<file path="config.mk">
export PLATFORM = sky130hd
export DESIGN_NAME = bit_vault_rf_flat
export DESIGN_NICKNAME = d
export VERILOG_FILES = /design/src/rtl/bit_vault_pkg.sv /design/src/rtl/bit_vault_rf_if.sv /design/src/rtl/bit_vault_rd_port.sv /design/src/rtl/bit_vault_rf.sv /design/src/flat_wrapper.sv
export SDC_FILE = /design/constraint.sdc
export NUM_CORES = 1
export LEC_CHECK = 0
export CAP_MARGIN = 20
export CORE_MARGIN = 10
export CORE_UTILIZATION = 54
export CTS_CLUSTER_SIZE = 10
export DETAILED_ROUTE_END_ITERATION = 16
export MAX_ROUTING_LAYER = met4
export PLACE_DENSITY = 0.84
export SYNTH_ARGS = -nofsm -noshare
export SYNTH_HDL_FRONTEND = slang
export SYNTH_SLANG_ARGS = --single-unit
</file>
<file path="constraint.sdc">
create_clock -name clk -period 1.9 [get_ports clk]
set_input_delay 0.38 -clock clk [delete_from_list [all_inputs] [get_ports clk]]
set_output_delay 0.38 -clock clk [all_outputs]
set_load 0.01 [all_outputs]
</file>
<file path="src/rtl/bit_vault_pkg.sv">
// rtl/bit_vault_pkg.sv - shared types and helpers for the bit_vault register file
// Contents:
//   clr_state_t  bulk-clear sequencer states
//   merge_be     byte-enable merge of a new word onto an old word
package bit_vault_pkg;

  typedef enum logic [1:0] {
    CLR_IDLE  = 2'd0,
    CLR_SWEEP = 2'd1,
    CLR_DONE  = 2'd2
  } clr_state_t;

  // The merge helper works on a fixed wide word; callers cast their
  // WIDTH-bit operands up and cast the result back down.
  localparam int MERGE_W  = 256;
  localparam int MERGE_BE = MERGE_W / 8;

  function automatic logic [MERGE_W-1:0] merge_be(
    input logic [MERGE_W-1:0]  old_word,
    input logic [MERGE_W-1:0]  new_word,
    input logic [MERGE_BE-1:0] be
  );
    logic [MERGE_W-1:0] res;
    res = old_word;
    for (int k = 0; k < MERGE_BE; k++) begin
      if (be[k]) res[8*k +: 8] = new_word[8*k +: 8];
    end
    return res;
  endfunction

endpackage

</file>
<file path="src/rtl/bit_vault_rf_if.sv">
// rtl/bit_vault_rf_if.sv - write/read/clear bus of the bit_vault register file
// Signals:
//   we, waddr, wdata, wbe, wr_err       byte-enabled write port and drop pulse
//   re0/1, raddr0/1, rdata0/1, rvalid0/1 two registered read ports
//   entry_valid                         per-entry written flags
//   clr_req, clr_busy, clr_done         bulk-clear request and status
// Modports: master drives requests, slave is the register file.
interface bit_vault_rf_if #(
  parameter int WIDTH = 8,
  parameter int DEPTH = 4
);
  localparam int ADDR_W = $clog2(DEPTH);

  logic                we;
  logic [ADDR_W-1:0]   waddr;
  logic [WIDTH-1:0]    wdata;
  logic [WIDTH/8-1:0]  wbe;
  logic                wr_err;
  logic                re0;
  logic                re1;
  logic [ADDR_W-1:0]   raddr0;
  logic [ADDR_W-1:0]   raddr1;
  logic [WIDTH-1:0]    rdata0;
  logic [WIDTH-1:0]    rdata1;
  logic                rvalid0;
  logic                rvalid1;
  logic [DEPTH-1:0]    entry_valid;
  logic                clr_req;
  logic                clr_busy;
  logic                clr_done;

  modport master (
    output we, waddr, wdata, wbe, re0, re1, raddr0, raddr1, clr_req,
    input  wr_err, rdata0, rdata1, rvalid0, rvalid1, entry_valid, clr_busy, clr_done
  );

  modport slave (
    input  we, waddr, wdata, wbe, re0, re1, raddr0, raddr1, clr_req,
    output wr_err, rdata0, rdata1, rvalid0, rvalid1, entry_valid, clr_busy, clr_done
  );

endinterface

</file>
<file path="src/rtl/bit_vault_rd_port.sv">
// rtl/bit_vault_rd_port.sv - one registered read port with write/clear forwarding
// Ports:
//   clk, rst             clock, synchronous active-high reset
//   re, raddr            read request
//   rd_word              current storage word at raddr (0 when out of range)
//   wr_hit/addr/word     accepted write this cycle and its merged word
//   clr_hit, clr_addr    sweep clearing clr_addr this cycle
//   rdata, rvalid        registered read result
module bit_vault_rd_port
  import bit_vault_pkg::*;
#(
  parameter int WIDTH  = 8,
  parameter int ADDR_W = 2,
  parameter int BYPASS = 1
) (
  input  logic              clk,
  input  logic              rst,
  input  logic              re,
  input  logic [ADDR_W-1:0] raddr,
  input  logic [WIDTH-1:0]  rd_word,
  input  logic              wr_hit,
  input  logic [ADDR_W-1:0] wr_addr,
  input  logic [WIDTH-1:0]  wr_word,
  input  logic              clr_hit,
  input  logic [ADDR_W-1:0] clr_addr,
  output logic [WIDTH-1:0]  rdata,
  output logic              rvalid
);

  logic [WIDTH-1:0] next_word;

  // Writes are dropped while sweeping, so the two forwarding sources
  // never overlap; clear is checked first only for clarity.
  always_comb begin
    next_word = rd_word;
    if (BYPASS != 0) begin
      if (clr_hit && (raddr == clr_addr)) begin
        next_word = '0;
      end else if (wr_hit && (raddr == wr_addr)) begin
        next_word = wr_word;
      end
    end
  end

  always_ff @(posedge clk) begin
    if (rst) begin
      rdata  <= '0;
      rvalid <= 1'b0;
    end else begin
      rvalid <= re;
      if (re) rdata <= next_word;
    end
  end

endmodule

</file>
<file path="src/rtl/bit_vault_rf.sv">
// rtl/bit_vault_rf.sv - WIDTH x DEPTH register file with byte-enabled write, two reads, bulk clear
// Ports:
//   clk  clock, all logic on rising edge
//   rst  synchronous active-high reset, aborts any sweep
//   bus  bit_vault_rf_if.slave: write port, two read ports, entry_valid, clear control
module bit_vault_rf
  import bit_vault_pkg::*;
#(
  parameter int WIDTH  = 8,
  parameter int DEPTH  = 4,
  parameter int BYPASS = 1
) (
  input  logic          clk,
  input  logic          rst,
  bit_vault_rf_if.slave bus
);

  localparam int                ADDR_W   = $clog2(DEPTH);
  localparam logic [ADDR_W:0]   DEPTH_X  = (ADDR_W+1)'(DEPTH);
  localparam logic [ADDR_W-1:0] LAST_IDX = ADDR_W'(DEPTH - 1);

  logic [WIDTH-1:0]  mem [DEPTH];
  logic [DEPTH-1:0]  valid_q;
  clr_state_t        state_q, state_d;
  logic [ADDR_W-1:0] idx_q, idx_d;
  logic              busy_q, busy_d, done_q, done_d, wr_err_q;
  logic              wr_in_range, wr_ok, sweep;
  logic [WIDTH-1:0]  wr_old, wr_merged, rd_word0, rd_word1;

  assign sweep       = (state_q == CLR_SWEEP);
  assign wr_in_range = ({1'b0, bus.waddr} < DEPTH_X);
  assign wr_ok       = bus.we && !busy_q && wr_in_range;

  assign wr_old    = wr_in_range ? mem[bus.waddr] : '0;
  assign wr_merged = WIDTH'(merge_be(MERGE_W'(wr_old), MERGE_W'(bus.wdata), MERGE_BE'(bus.wbe)));

  assign rd_word0 = ({1'b0, bus.raddr0} < DEPTH_X) ? mem[bus.raddr0] : '0;
  assign rd_word1 = ({1'b0, bus.raddr1} < DEPTH_X) ? mem[bus.raddr1] : '0;

  // Clear sequencer; busy/done are registered from the next state so they
  // track the state register exactly without decode glitches.
  always_comb begin
    state_d = state_q;
    idx_d   = idx_q;
    case (state_q)
      CLR_IDLE: begin
        if (bus.clr_req) begin
          state_d = CLR_SWEEP;
          idx_d   = '0;
        end
      end
      CLR_SWEEP: begin
        if (idx_q == LAST_IDX) state_d = CLR_DONE;
        else                   idx_d   = idx_q + ADDR_W'(1);
      end
      CLR_DONE: state_d = CLR_IDLE;
      default:  state_d = CLR_IDLE;
    endcase
    busy_d = (state_d == CLR_SWEEP);
    done_d = (state_d == CLR_DONE);
  end

  always_ff @(posedge clk) begin
    if (rst) begin
      state_q  <= CLR_IDLE;
      idx_q    <= '0;
      busy_q   <= 1'b0;
      done_q   <= 1'b0;
      wr_err_q <= 1'b0;
      valid_q  <= '0;
      for (int i = 0; i < DEPTH; i++) mem[i] <= '0;
    end else begin
      state_q  <= state_d;
      idx_q    <= idx_d;
      busy_q   <= busy_d;
      done_q   <= done_d;
      wr_err_q <= bus.we && !wr_ok;
      // wr_ok excludes sweep cycles, so these two updates never collide.
      if (wr_ok) begin
        mem[bus.waddr]     <= wr_merged;
        valid_q[bus.waddr] <= 1'b1;
      end
      if (sweep) begin
        mem[idx_q]     <= '0;
        valid_q[idx_q] <= 1'b0;
      end
    end
  end

  assign bus.wr_err      = wr_err_q;
  assign bus.entry_valid = valid_q;
  assign bus.clr_busy    = busy_q;
  assign bus.clr_done    = done_q;

  bit_vault_rd_port #(.WIDTH(WIDTH), .ADDR_W(ADDR_W), .BYPASS(BYPASS)) u_rd0 (
    .clk(clk), .rst(rst), .re(bus.re0), .raddr(bus.raddr0), .rd_word(rd_word0),
    .wr_hit(wr_ok), .wr_addr(bus.waddr), .wr_word(wr_merged),
    .clr_hit(sweep), .clr_addr(idx_q), .rdata(bus.rdata0), .rvalid(bus.rvalid0)
  );

  bit_vault_rd_port #(.WIDTH(WIDTH), .ADDR_W(ADDR_W), .BYPASS(BYPASS)) u_rd1 (
    .clk(clk), .rst(rst), .re(bus.re1), .raddr(bus.raddr1), .rd_word(rd_word1),
    .wr_hit(wr_ok), .wr_addr(bus.waddr), .wr_word(wr_merged),
    .clr_hit(sweep), .clr_addr(idx_q), .rdata(bus.rdata1), .rvalid(bus.rvalid1)
  );

endmodule

</file>
<file path="src/flat_wrapper.sv">
// flat-port wrapper written by rule: the top's interface ports become plain ports
module bit_vault_rf_flat import bit_vault_pkg::*;
#(
  parameter int WIDTH  = 8,
  parameter int DEPTH  = 4,
  parameter int BYPASS = 1
)
  (clk, rst, bus_we, bus_waddr, bus_wdata, bus_wbe, bus_re0, bus_re1, bus_raddr0, bus_raddr1, bus_clr_req, bus_wr_err, bus_rdata0, bus_rdata1, bus_rvalid0, bus_rvalid1, bus_entry_valid, bus_clr_busy, bus_clr_done);
  bit_vault_rf_if #(.WIDTH(WIDTH), .DEPTH(DEPTH)) bus_i ();
  input  logic clk;
  input  logic rst;
  input wire logic [$bits(bus_i.we)-1:0] bus_we;
  input wire logic [$bits(bus_i.waddr)-1:0] bus_waddr;
  input wire logic [$bits(bus_i.wdata)-1:0] bus_wdata;
  input wire logic [$bits(bus_i.wbe)-1:0] bus_wbe;
  input wire logic [$bits(bus_i.re0)-1:0] bus_re0;
  input wire logic [$bits(bus_i.re1)-1:0] bus_re1;
  input wire logic [$bits(bus_i.raddr0)-1:0] bus_raddr0;
  input wire logic [$bits(bus_i.raddr1)-1:0] bus_raddr1;
  input wire logic [$bits(bus_i.clr_req)-1:0] bus_clr_req;
  output wire logic [$bits(bus_i.wr_err)-1:0] bus_wr_err;
  output wire logic [$bits(bus_i.rdata0)-1:0] bus_rdata0;
  output wire logic [$bits(bus_i.rdata1)-1:0] bus_rdata1;
  output wire logic [$bits(bus_i.rvalid0)-1:0] bus_rvalid0;
  output wire logic [$bits(bus_i.rvalid1)-1:0] bus_rvalid1;
  output wire logic [$bits(bus_i.entry_valid)-1:0] bus_entry_valid;
  output wire logic [$bits(bus_i.clr_busy)-1:0] bus_clr_busy;
  output wire logic [$bits(bus_i.clr_done)-1:0] bus_clr_done;
  assign bus_i.we = bus_we;
  assign bus_i.waddr = bus_waddr;
  assign bus_i.wdata = bus_wdata;
  assign bus_i.wbe = bus_wbe;
  assign bus_i.re0 = bus_re0;
  assign bus_i.re1 = bus_re1;
  assign bus_i.raddr0 = bus_raddr0;
  assign bus_i.raddr1 = bus_raddr1;
  assign bus_i.clr_req = bus_clr_req;
  assign bus_wr_err = bus_i.wr_err;
  assign bus_rdata0 = bus_i.rdata0;
  assign bus_rdata1 = bus_i.rdata1;
  assign bus_rvalid0 = bus_i.rvalid0;
  assign bus_rvalid1 = bus_i.rvalid1;
  assign bus_entry_valid = bus_i.entry_valid;
  assign bus_clr_busy = bus_i.clr_busy;
  assign bus_clr_done = bus_i.clr_done;
  bit_vault_rf #(.WIDTH(WIDTH), .DEPTH(DEPTH), .BYPASS(BYPASS)) u_core (.clk(clk), .rst(rst), .bus(bus_i));
endmodule
</file>
Word-level counts from Yosys, hierarchy flattened --
Memory sizes are Yosys's and may differ from the RTL's. A register that Yosys moved wholly into a read port is not among the register bits. Cells that the tools add are included. Widths: inputs -> output; s select.
Word-level totals: output and inout port bits 25, RAM bits 32, memories 1, register bits after elaboration 13, logic and storage cells 62, input port bits 21
Memories:
- u_core.mem | words 4, bits a word 8, rd ports 3, clocked after memory_dff 2, wr ports 4, line bit_vault_rf.sv:22 | logic [WIDTH-1:0] mem [DEPTH];
Operators by class: equality and inequality tests 6, reductions and logical operators 11, magnitude comparators 4, add/sub/neg operators 1, mux-type cells 28, bitwise operators 3
Operator list (number):
- $mux 8 | 3
- $reduce_or 8->1 | 2
- $mux 1 | 12
- $mux 2 | 6
- $mux 4 | 3
- $pmux 2 s2 | 2
- $lt 2x3->1 const B | 2
- $and 4x4->4 | 1
- $demux 1 s2 | 2
- $eq 2x1->1 const B | 2
- $eq 2x2->1 const B | 2
- $ge 2x1->1 const B | 2
- $logic_and 1x1->1 | 4
- $ne 2x2->1 const B | 2
- $not 4->4 | 1
- $or 4x4->4 | 1
- $reduce_and 3->1 | 1
- $add 2x1->2 const B | 1
- $logic_not 1->1 | 2
- $logic_not 2->1 | 1
- $reduce_bool 2->1 | 1

Depth between registers and ports, before layout --
depth in word-level cells 9, gate-level depth with buffers 7, mapped depth without buffers 5

Hierarchy --
A second synthesis with hierarchy kept.
Unflattened totals: cell total of the unflattened synthesis 327, area total of the unflattened synthesis 3513.4 um2
By module, submodules not included:
- bit_vault_rf | cells an instance 201, area each 2317.2 um2, times used 1, sequential area each 860.8 um2
- bit_vault_rd_port | cells an instance 63, area each 598.1 um2, times used 2, sequential area each 180.2 um2

Worst setup path after synthesis --
Ideal clock, no wire load.
path type input-to-reg, start input port bus_waddr[0], end memory u_core.mem[1][4], buffers on the path 1, path slack 0.228 ns, stages on the path 5, required time 1.772 ns, setup time 0.128 ns, data arrival time 1.544 ns, cells stage by stage buf_2 -> mux4_2 -> mux2i_1 -> nand2b_1 -> a21oi_1
RTL lines:
- from (decl) | line flat_wrapper.sv:13 | input wire logic [$bits(bus_i.waddr)-1:0] bus_waddr;
- to (decl) | line bit_vault_rf.sv:22

==> results by stage <==
Synthesis:
- Sorting the synthesized cells by how often they occur yields 61 x dfxtp_1, 33 x nand2_1, 33 x nor2_1.
- After synthesis, the share of flip-flops with an asynchronous set or reset is 0.
- The leading register cell type out of synthesis is dfxtp_1.
- The synthesized design contains 61 register bits.
- Yosys mapped a number of flops with a built-in enable equal to 0.
- Synthesis produced a netlist whose cell count is 324.
- Each instance of the synthesized netlist takes up on average 9.882 um^2.
- The share of Yosys cell area claimed by the top area cell type is 0.3814.
- For this run, the register share of the synthesized area comes to 0.3814.
- Synthesis instantiated 39 different standard cells from the library.
- The total standard cell area after synthesis is 0.003202 mm^2.
- The most frequently used cell type in the post-synthesis netlist is dfxtp_1.
- The biggest area consumer among synthesized cells is dfxtp_1.
- The Yosys step of the flow raised 0 warnings.
- Synthesis produced a netlist with a net count of 349.
- By area the synthesized netlist is led by dfxtp_1 38%, mux4_2 17%, o221ai_1 4.4%, a211oi_1 4.2%, nand2_1 3.9%.

Outcome:
- The run finished, with violations left.
- The final reports fail on negative setup slack.

Worst setup path:
- STA classifies the critical path endpoint as a flop.
- The kind of critical path is input port to flop.
- The worst setup path is launched from an input port.
- In this run the register-to-register setup slack is 0.05 ns.
- The required time at the endpoint of the critical path is 2.10 ns.
- The signal arrival time at the worst endpoint is 2.13 ns.
- The last element of the critical path is u_core.mem[1][4].
- Of all nets on the critical path, the largest fanout is 8.
- The delay contributed by the slowest stage of the critical path is 0.48 ns.
- The launch instance of the worst register-to-register path is u_core.idx_q[1].
- Counting cells, the worst reg-to-reg path comes to 4.
- On the critical path, the stage with the largest delay is an instance of clkdlybuf4s50_1.
- The destination of the worst register-to-register timing path is u_core.u_rd1.rdata[5].
- The most critical setup path has its startpoint at bus_waddr[1].
- The signal on the critical path passes through clkdlybuf4s50_1, buf_4, buf_6, mux4_2, mux2i_1, buf_4, nand2b_1, a21oi_1.
- Among the stages of the critical path, the cell type that occurs most often is buf_4.

Clock network:
- The clock insertion delay at the later pin of the skew report is 0.33 ns.
- The count of clock tree sinks is 61.
- In this run the clock root is driven by a clkbuf_8.
- The clock-pin slew reported for the worst setup and hold paths after clock tree synthesis is 0.06 ns.
- The number of buffers added by the clock tree synthesis step is 9.
- The buffer depth of the longest clock path is 2.
- The maximum level of the CTS H-tree is 3.
- For this design, the CTS-stage hold fixing added 0 buffers.
- TritonCTS built the clock tree.

Placement:
- The total placed cells including tap cells is 462.
- Once placement finished, the instance area stood at 0.004005 mm^2.
- Buffers placed on the I/O ports in this run total 45.
- The weighted congestion at the end of routability-driven global placement is 0.8589.
- Summed over all nets, the half-perimeter wirelength after detailed placement is 6781 um.

Cells and area:
- The area growth from synthesis to layout is 32.90%.
- At the end of the flow, the number of nets in the layout was 428.
- The repair_antennas step left the layout with diodes totalling 0.
- The ratio of cells with drive above 1 in the final layout is 0.2365.
- Once layout is complete, the utilization of the core stands at 0.7543.
- For this run, the number of standard cells in the final layout without fillers is 478.
- The finished layout cell area is 0.004255 mm^2.

Floorplan:
- The die covers 0.009409 mm^2.
- Measured along the x axis, the die boundary spans 97 um.
- The floorplan has 27 rows.
- The region available for standard cell placement spans 0.005642 mm^2.
- Pin placement for this block handled 46 I/O pins.
- The starting utilization of the core area is 0.5675.
- The overall die height is 97 um.

Power:
- IR analysis of the VDD net gives a maximum drop of 476.6 uV.
- Power spread over the standard cell area amounts to 702.9 mW/mm^2.
- In this run the static leakage power is 1.602 nW.
- The overall power is 2.991 mW.

Routing:
- The total wire length after detailed routing is 9337 um.
- For this run, design rule violations remaining after detail routing come to 0.
- The detailed router finished its first iteration with 221 violations.
- Dividing the detail-routed via count by the number of cells gives 5.952.
- In the final routed layout, each cell accounts on average for 19.53 um.
- The iteration count of the initial detailed-routing pass is 5.
- The routed layout has 2845 vias.
- The number of nets still failing antenna checks after routing is 0.

STA:
- The transition time of the tightest slew-check pin is 0.5738 ns.
- Adding up every negative setup slack in the final design gives -0.03487 ns.
- The top achievable clock speed is 519.9 MHz.
- The final clock period utilization by the worst path is 1.012.
- The final count of hold timing violations is 0.
- In the post-route analysis, the smallest setup slack over all paths is -0.02341 ns.
- The relative max-transition margin is 0.6161.
- Setup violations remaining at the end of the flow were counted as 2.
- The minimum clock period after layout is 1.923 ns.
- Setup repair after global routing could not meet its margin everywhere.
- Between clock sinks in the finished design, the worst skew comes to 0.009833 ns.
- The final count of pins violating max slew is 0.

Global route:
- The maximum number of pins on one net before global-route repair is 20.
- The total routing usage reported by global routing is 0.1941.
- The via count of the first global-routing pass came to 2897.
- The first global-routing pass estimated 14870 um of wire.
- The initial antenna violation count is 0.
- The overall overflow remaining after global route is 0.

Min path:
- The class of the tightest hold or removal check is flop to flop.
- The worst hold path startpoint is u_core.u_rd1.rdata[6].

Run:
- The max-capacitance violation count is 0.
==> placed cells by master (no fill, tap or decap), drive strengths merged, types with 2 or more instances in the layout <==
cell           netlist  final
a21oi               16     16
nand2b              16     16
nand2               33     33
o211ai               2      2
clkdlybuf4s50        0     42
a22oi                2      2
xor2                 2      2
and3                 4      4
a311oi               2      2
dfxtp               61     61
a211oi              18     18
xnor2                4      4
dlymetal6s2s         0      2
buf                 20     45
ha                   4      4
and2                 3      3
nor3                 6      6
o221ai              16     16
mux2i                9      9
clkbuf               2     13
o211a                2      2
or3b                 2      2
mux4                24     24
and3b                2      2
nor2                34     34
inv                 21     21
nor2b                9      9
==> report_power, final <==
group / internal (mW) / switching (mW) / total (mW) / leakage (nW)
logic: 0.242 / 0.221 / 0.463 / 1.00
clock network: 0.700 / 0.473 / 1.17 / 0.102
registers: 1.32 / 0.0379 / 1.36 / 0.495
==> critical path: cells and delay by family <==
family | cells | cell delay (ns)
AOI/OAI and AO/OA | 1 | 0.06
muxes | 2 | 0.56
buffers and inverters | 4 | 1.02
and+or+nand+nor | 1 | 0.10
==> metal layers <==
metal,vias to the layer above,global-route usage,share of wire
met1,1365,0.2162,0.39
met2,141,0.3267,0.51
met4,0,0.07554,0.011
met3,13,0.04755,0.088
met5,-,-,0
li1,1326,-,-
==> final cells by class <==
class | instances | area [um^2]
multi-input combinational | 220 | 1821
fill | 356 | 1386
sequential | 61 | 1221
timing repair buffer | 90 | 845.8
clock buffer | 13 | 168.9
tap | 72 | 90.09
inverter | 21 | 78.83
clock inverter | 1 | 30.03
==> through the flow <==
step	hold slack (ns)	worst slack, ns
after detailed placement	0.4476	-0.4304
after floorplan	0.4483	0.2280
after global placement	0.4487	-0.3337
final	0.4643	-0.02341
after global routing	0.4998	-0.01160
after CTS	0.4667	0.009564
==> sequential cells by signal, summed over array words and instances (netlist names) <==
signal	cells
u_core.mem	32
u_core.u_rd0.rdata	8
u_core.u_rd1.rdata	8
u_core.bus.entry_valid	4
u_core.idx_q	2
u_core.state_q	2
u_core.bus.clr_busy	1
u_core.bus.clr_done	1
u_core.bus.wr_err	1
u_core.u_rd0.rvalid	1
u_core.u_rd1.rvalid	1
==> repair_timing <==
item	4_1_cts	5_1_grt
gates resized for setup	5	6
setup endpoints to repair	21	28
setup buffers	2	0
pin swaps	2	4
==> kinds of logic (layout without fill, tap and decap cells) <==
group,after synthesis,count (layout),synth area share
flops,61,61,0.3814
simple gates,115,115,0.1837
mux,34,34,0.2005
compound gates,61,61,0.1434
xor+xnor,6,6,0.01641
fa+ha+maj,4,4,0.01563
buf+inv,43,125,0.05901
==> worst min path at each step <==
| stage | endpoint | slack [ns] | cells after the start |
|---|---|---|---|
| finish | u_core.u_rd1.rdata[6] | 0.46 | 2 |
| CTS | u_core.u_rd1.rdata[6] | 0.47 | 2 |
| global placement | u_core.u_rd0.rdata[7] | 0.45 | 2 |
| global route | u_core.u_rd1.rdata[4] | 0.50 | 2 |
| detailed placement | u_core.u_rd1.rdata[7] | 0.45 | 2 |
| floorplan | u_core.mem[1][0] | 0.45 | 2 |
Power figures use the tool's default switching activity.
